[src/rtl/hyperbus_pkg.sv]
// Shared types and helpers for the HyperBus W-path splitter.
// Holds the FSM encoding and byte-lane geometry helpers.
package hyperbus_pkg;

  typedef enum logic [1:0] {
    Idle     = 2'd0,
    WaitBeat = 2'd1,
    Emit     = 2'd2
  } hyperbus_w2phy_state_t;

  localparam int MaxNab = 128;

  function automatic int phy_bytes(input int np);
    return 2 * np;
  endfunction

  function automatic int words_per_beat(
    input int sz,
    input int npb
  );
    return (1 << sz) / npb;
  endfunction

  function automatic logic [MaxNab-1:0] lane_mask(
    input int addr,
    input int sz,
    input int nab
  );
    int b;
    int lane;
    logic [MaxNab-1:0] m;
    b    = 1 << sz;
    lane = ((addr >> sz) << sz) % nab;
    m    = '0;
    for (int k = 0; k < MaxNab; k++) begin
      m[k] = (k >= lane) && (k < lane + b) && (k < nab);
    end
    return m;
  endfunction

endpackage

[src/rtl/hyperbus_w2phy.sv]
// AXI W beat to PHY word splitter/packer.
// Wide beats split into slices, narrow beats packed.
module hyperbus_w2phy
  import hyperbus_pkg::*;
#(
  parameter int AxiDataWidth = 64,
  parameter int NumPhys      = 1,
  parameter int BurstLength  = 8,
  parameter int AddrWidth    = $clog2(AxiDataWidth/8)
) (
  input  logic                      clk_i,
  input  logic                      rst_i,
  input  logic [2:0]                size,
  input  logic                      is_a_write,
  input  logic                      trans_handshake,
  input  logic [AddrWidth-1:0]      start_addr,
  input  logic [BurstLength-1:0]    burst_len,
  input  logic                      axi_valid_i,
  output logic                      axi_ready_o,
  input  logic [AxiDataWidth-1:0]   axi_data_i,
  input  logic [AxiDataWidth/8-1:0] axi_strb_i,
  input  logic                      axi_last_i,
  output logic                      phy_valid_o,
  input  logic                      phy_ready_i,
  output logic [16*NumPhys-1:0]     data_o,
  output logic [2*NumPhys-1:0]      strb_o,
  output logic                      last_o,
  output logic                      mismatch_o
);

  localparam int NAB  = AxiDataWidth / 8;
  localparam int NPB  = phy_bytes(NumPhys);
  localparam int PW   = 16 * NumPhys;
  localparam int NpbW = $clog2(NPB);
  localparam int SubW = $clog2(NAB / NPB) + 1;
  localparam logic [2:0] NpbLog = 3'(NpbW);

  hyperbus_w2phy_state_t r_state, w_state_n;

  logic [2:0]              r_size;
  logic [BurstLength-1:0]  r_addr, r_left;
  logic [BurstLength-1:0]  w_aligned, w_next_addr;
  logic [AxiDataWidth-1:0] r_beat, w_mdata, w_sh_data;
  logic [NAB-1:0]          r_bmask, w_lmask, w_en, w_sh_mask;
  logic [PW-1:0]           r_pack, w_pk_data;
  logic [NPB-1:0]          r_pmask, w_pk_mask;
  logic [AddrWidth-1:0]    w_lane;
  logic [NpbW-1:0]         w_off;
  logic [SubW-1:0]         r_sub;
  logic                    r_wide, r_lastbeat, r_mismatch;
  logic                    w_fire, w_is_last, w_wide, w_pack_full;

  assign mismatch_o = r_mismatch;

  // Byte-lane geometry and the inline packer for the current beat
  always_comb begin
    w_aligned   = (r_addr >> r_size) << r_size;
    w_next_addr = w_aligned + (BurstLength'(1) << r_size);
    w_lane      = w_aligned[AddrWidth-1:0];
    w_off       = w_aligned[NpbW-1:0];
    w_lmask     = NAB'(lane_mask(32'(r_addr), 32'(r_size), NAB));
    w_en        = w_lmask & axi_strb_i;
    w_mdata     = '0;
    for (int k = 0; k < NAB; k++) begin
      w_mdata[8*k +: 8] = w_en[k] ? axi_data_i[8*k +: 8] : 8'h00;
    end
    w_sh_data   = w_mdata >> {w_lane, 3'b000};
    w_sh_mask   = w_en >> w_lane;
    w_pk_data   = w_sh_data[PW-1:0] << {w_off, 3'b000};
    w_pk_mask   = w_sh_mask[NPB-1:0] << w_off;
    w_is_last   = (r_left == '0);
    w_wide      = (r_size >= NpbLog);
    w_pack_full = (w_next_addr[NpbW-1:0] == '0) || w_is_last;
    w_fire      = (r_state == WaitBeat) && axi_valid_i;
  end

  // State register
  always_ff @(posedge clk_i) begin
    if (rst_i) r_state <= Idle;
    else       r_state <= w_state_n;
  end

  // Next state and state-decoded handshake/word outputs
  always_comb begin
    w_state_n   = r_state;
    axi_ready_o = 1'b0;
    phy_valid_o = 1'b0;
    data_o      = '0;
    strb_o      = '0;
    last_o      = 1'b0;
    unique case (r_state)
      Idle: begin
        if (trans_handshake && is_a_write) w_state_n = WaitBeat;
      end
      WaitBeat: begin
        axi_ready_o = 1'b1;
        if (axi_valid_i && (w_wide || w_pack_full)) w_state_n = Emit;
      end
      Emit: begin
        phy_valid_o = 1'b1;
        data_o      = r_wide ? r_beat[PW-1:0] : r_pack;
        strb_o      = r_wide ? r_bmask[NPB-1:0] : r_pmask;
        last_o      = r_lastbeat && (r_sub == '0);
        if (phy_ready_i && (r_sub == '0)) begin
          w_state_n = r_lastbeat ? Idle : WaitBeat;
        end
      end
      default: w_state_n = Idle;
    endcase
  end

  // Burst geometry, beat slicer and pack buffer
  always_ff @(posedge clk_i) begin
    if (rst_i) begin
      r_size     <= '0;
      r_addr     <= '0;
      r_left     <= '0;
      r_beat     <= '0;
      r_bmask    <= '0;
      r_pack     <= '0;
      r_pmask    <= '0;
      r_sub      <= '0;
      r_wide     <= 1'b0;
      r_lastbeat <= 1'b0;
      r_mismatch <= 1'b0;
    end else begin
      r_mismatch <= 1'b0;
      if ((r_state == Idle) && trans_handshake && is_a_write) begin
        r_size  <= size;
        r_addr  <= BurstLength'(start_addr);
        r_left  <= burst_len;
        r_pack  <= '0;
        r_pmask <= '0;
      end
      if (w_fire) begin
        r_mismatch <= (axi_last_i != w_is_last);
        r_addr     <= w_next_addr;
        r_left     <= r_left - BurstLength'(1);
        r_lastbeat <= w_is_last;
        r_wide     <= w_wide;
        if (w_wide) begin
          r_beat  <= w_sh_data;
          r_bmask <= w_sh_mask;
          r_sub   <= SubW'(words_per_beat(32'(r_size), NPB) - 1);
        end else begin
          r_pack  <= r_pack | w_pk_data;
          r_pmask <= r_pmask | w_pk_mask;
          r_sub   <= '0;
        end
      end
      if ((r_state == Emit) && phy_ready_i) begin
        if (r_sub != '0) begin
          r_sub   <= r_sub - SubW'(1);
          r_beat  <= r_beat >> PW;
          r_bmask <= r_bmask >> NPB;
        end else begin
          r_pack  <= '0;
          r_pmask <= '0;
        end
      end
    end
  end

endmodule

[config.mk]
export PLATFORM = sky130hd
export DESIGN_NAME = hyperbus_w2phy
export DESIGN_NICKNAME = d
export VERILOG_FILES = /design/src/rtl/hyperbus_pkg.sv /design/src/rtl/hyperbus_w2phy.sv
export SDC_FILE = /design/constraint.sdc
export NUM_CORES = 1
export LEC_CHECK = 0
export ABC_CLOCK_PERIOD_IN_PS = 7650
export CORE_MARGIN = 3
export CORE_UTILIZATION = 40
export CTS_CLUSTER_DIAMETER = 60
export DETAILED_ROUTE_END_ITERATION = 7
export PLACE_DENSITY = 0.68
export SYNTH_ARGS = -nofsm -noshare
export SYNTH_HDL_FRONTEND = slang
export SYNTH_SLANG_ARGS = --single-unit
export TNS_END_PERCENT = 50
[constraint.sdc]
create_clock -name clk_i -period 7.65 [get_ports clk_i]
set_input_delay 1.9125 -clock clk_i [delete_from_list [all_inputs] [get_ports clk_i]]
set_output_delay 1.9125 -clock clk_i [all_outputs]
set_load 0.005 [all_outputs]
==> key figures <==
Global route
  • Largest net degree at the start of global routing: 77
  • Total gr overflow: 0
  • Total global-route track usage: 0.284
  • First-pass GRT wire length: 44.4 mm
  • Initial antenna violation count: 2
  • Vias in the first global route: 7349

Floorplan
  • IO Pins: 115
  • Die height: 141 µm
  • Placeable core region: 0.0175 mm²
  • Die area: 0.0199 mm²
  • Initial Util: 0.415
  • Num rows: 48
  • Die width: 141 µm

Route
  • WL final: 29.0 mm
  • Final ANT Viol Nets: 0
  • Initial drt markers: 1297
  • DR pass1 iterations: 6
  • Via density: 6.67
  • DRC violations left: 0
  • Avg WL per Cell: 23.4 µm
  • Via count: 8274

Yosys
  • Cell variety after synth: 78
  • Mapped cell area: 0.00728 mm²
  • Most common cell in the synthesized netlist: nor2_1
  • Ys async rst share: 0
  • Largest area contributor in the netlist: dfxtp_1
  • Post-synth top cells: 130 x nor2_1, 112 x dfxtp_1, 70 x nand2_1, 64 x a21oi_1, 63 x clkbuf_1
  • Post-synthesis sequential area ratio: 0.308
  • Synth warnings: 0
  • Top post-synthesis cells by area: dfxtp_1 31%, nor2_1 6.7%, a211oi_1 4.7%
  • Main synth FF type: dfxtp_1
  • Syn_nets: 1053
  • Syn Inst Count: 951
  • Syn_area_per_cell: 7.66 µm²
  • Area share of the largest cell type after synthesis: 0.308
  • Post-synth EDFFs: 0
  • Post-synthesis register bit count: 112

Pwr
  • P_sw: 0.000554 W
  • Worst VDD drop: 0.133 mV
  • Power Dens Cells: 180 mW/mm²
  • Sw frac: 0.351
  • Comb pwr share: 0.285
  • Sequential power share: 0.400
  • Clk pwr share: 0.315
  • P_leak: 2.94 nW
  • P_int: 0.00103 W

Cells and area
  • Post-route insts no fill: 1240
  • Layout cells sized above 1: 0.0660
  • Final Net Count: 1112
  • N_diodes: 0
  • Area Growth Syn to Fin: 20.6%

Timing
  • TNS Setup: 0 ps
  • Fmax: 208 MHz
  • Final WS setup: 2840 ps
  • Tcrit/Tclk final: 0.629
  • Post-route clock skew: 11.0 ps
  • Final hold vios: 0
  • # setup viols final: 0
  • Slew HR: 0.203
  • Worst-margin pin slew: 1190 ps
  • Slew Viols, Final: 0
  • Min Clock Period, post-route: 4810 ps
  • RSZ-0062 raised after global routing: false

Setup path
  • R2R Path End: r_pmask[1]$_SDFF_PP0_
  • Worst Path Class, Setup: flip-flop to flip-flop
  • Crit-path max cell delay: 700 ps
  • CP max FO: 43
  • Crit path depth: 13
  • R2r setup slk: 2840 ps
  • Register-to-Register Path Depth: 13
  • Crit path max-delay family: compound AO/OA/AOI/OAI gates
  • Worst Path Arrival: 5060 ps
  • Crit end category: flip-flop
  • CP startpoint kind: flip-flop
  • Worst r2r src: r_size[2]$_SDFFE_PP0P_
  • CP cell instances: or4b_1, buf_4, clkinv_1, ha_1, inv_1, fa_1, a21boi_0, mux2i_4, a21boi_2, a22oi_1, a211oi_1, nor3_1, nor4_1
  • WP buf/inv: 3
  • Critical path's slowest cell: a21boi_2
  • Setup crit end: r_pmask[1]$_SDFF_PP0_
  • Worst Path Required: 7900 ps
  • CP startpoint: r_size[2]$_SDFFE_PP0P_

CTS
  • Htree depth: 3
  • Hold-fix buffers, CTS: 0
  • Clock latency on the worst-skew pair: 360 ps
  • Max clock buf depth: 2
  • Total CTS buffers: 9
  • Sink Count: 112
  • Post-CTS Setup Repair Bufs: 0
  • Clock transition at path regs: 80 ps
  • Post-CTS Resized: 0
  • CTS tree: built
  • Clk root buf: clkbuf_16

Place
  • Quantity of I/O buffers inserted on ports: 114
  • Final Wtd Congestion: 0.987
  • DP Cell Count: 1224
  • Pre-CTS WS: 2750 ps
  • Post-DP HPWL: 20.9 mm

Hold path
  • Worst Hold Class: flip-flop to flip-flop

Run
  • MaxCap Viol Count: 0

Status
  • Outcome: finished clean
==> worst min-delay path by stage <==
| stage | from | endpoint | slack [ps] | cells past startpoint |
|---|---|---|---|---|
| 2_1_floorplan | r_pack[0]$_SDFF_PP0_ | r_pack[0]$_SDFF_PP0_ | 420 | 2 |
| 3_3_place_gp | r_pack[5]$_SDFF_PP0_ | r_pack[5]$_SDFF_PP0_ | 430 | 2 |
| 3_5_place_dp | r_pack[3]$_SDFF_PP0_ | r_pack[3]$_SDFF_PP0_ | 440 | 2 |
| 4_1_cts | r_beat[30]$_SDFF_PP0_ | r_beat[14]$_SDFF_PP0_ | 450 | 2 |
| 5_1_grt | r_beat[29]$_SDFF_PP0_ | r_beat[13]$_SDFF_PP0_ | 480 | 2 |
| 6_report | r_pack[3]$_SDFF_PP0_ | r_pack[3]$_SDFF_PP0_ | 460 | 2 |
==> state kept, by name (all words and copies together) (netlist names) <==
| register | count |
|---|---|
| r_lastbeat | 1 |
| r_state | 2 |
| r_bmask | 8 |
| r_wide | 1 |
| r_addr | 3 |
| r_size | 3 |
| mismatch_o | 1 |
| r_pack | 16 |
| r_pmask | 2 |
| r_sub | 3 |
| r_left | 8 |
| r_beat | 64 |
==> cell usage in the layout (no fill, tap or decap), drive strengths merged, types with 5 or more instances in the layout <==
| cell type | instances |
|---|---|
| nor2 | 131 |
| clkdlybuf4s50 | 113 |
| dfxtp | 112 |
| a21oi | 72 |
| nand2 | 71 |
| a211oi | 48 |
| o21ai | 48 |
| a22oi | 43 |
| nand3 | 40 |
| nor3 | 40 |
| o22ai | 23 |
| inv | 23 |
| a32oi | 23 |
| mux2i | 19 |
| a22o | 18 |
| a221oi | 16 |
| and2 | 15 |
| buf | 14 |
| a2111oi | 13 |
| a31oi | 12 |
| o211ai | 11 |
| and3 | 10 |
| clkbuf | 9 |
| ha | 8 |
| nand4 | 7 |
| o2111ai | 7 |
| a21boi | 6 |
| nor2b | 5 |
==> power groups by stage <==
stage | clock network [W] | registers [W] | logic, W
final | 0.000497 | 0.000632 | 0.000451
after floorplan | 0 | 0.000630 | 0.000277
after detailed placement | 0 | 0.000644 | 0.000432
after CTS | 0.000502 | 0.000630 | 0.000434
after global placement | 0 | 0.000643 | 0.000432
after global routing | 0.000526 | 0.000635 | 0.000478
==> cells by family (layout without fill, tap and decap cells) <==
logic type / Yosys count / count (layout) / share of synthesized area
compound gates: 366 / 366 / 0.371
fa+ha+maj: 9 / 9 / 0.0165
xor+xnor: 3 / 3 / 0.00361
simple gates: 341 / 341 / 0.215
mux: 20 / 20 / 0.0294
flops: 112 / 112 / 0.308
buf+inv: 100 / 164 / 0.0569
==> routing by layer <==
| layer | vias to the layer above | wire length [µm] | track usage |
|---|---|---|---|
| met5 | - | 23 | 0 |
| met4 | 4 | 1060 | 0.104 |
| met3 | 93 | 3880 | 0.0902 |
| met2 | 608 | 11300 | 0.381 |
| met1 | 3826 | 12700 | 0.420 |
| li1 | 3743 | - | - |
==> layout make-up <==
type                    count  area, µm²
flip-flops and latches    112       2240
fillers                  1737       8750
inverters                  21       78.8
repair buffers            127       1230
well taps                 225        282
clock buffers               9        225
clock inverters             7       87.6
multi-input cells         739       4640
==> tightest hold or removal path, cell delays in order (launching register included) <==
cell and delay (ps):
dfxtp_1 330, nand2_1 40, o21ai_0 50
==> per-stage QoR <==
stage | hold WS, ps | power [W] | instance area (µm²) | utilization
after floorplan | 424 | 0.000906 | 7280 | -
after global placement | 435 | 0.00108 | 8470 | 0.483
after detailed placement | 445 | 0.00108 | 8470 | 0.483
after CTS | 455 | 0.00157 | 8790 | 0.501
after global routing | 482 | 0.00164 | 8790 | 0.501
final | 456 | 0.00158 | 8790 | 0.501
Note: power is estimated with default switching activity, not from simulation.
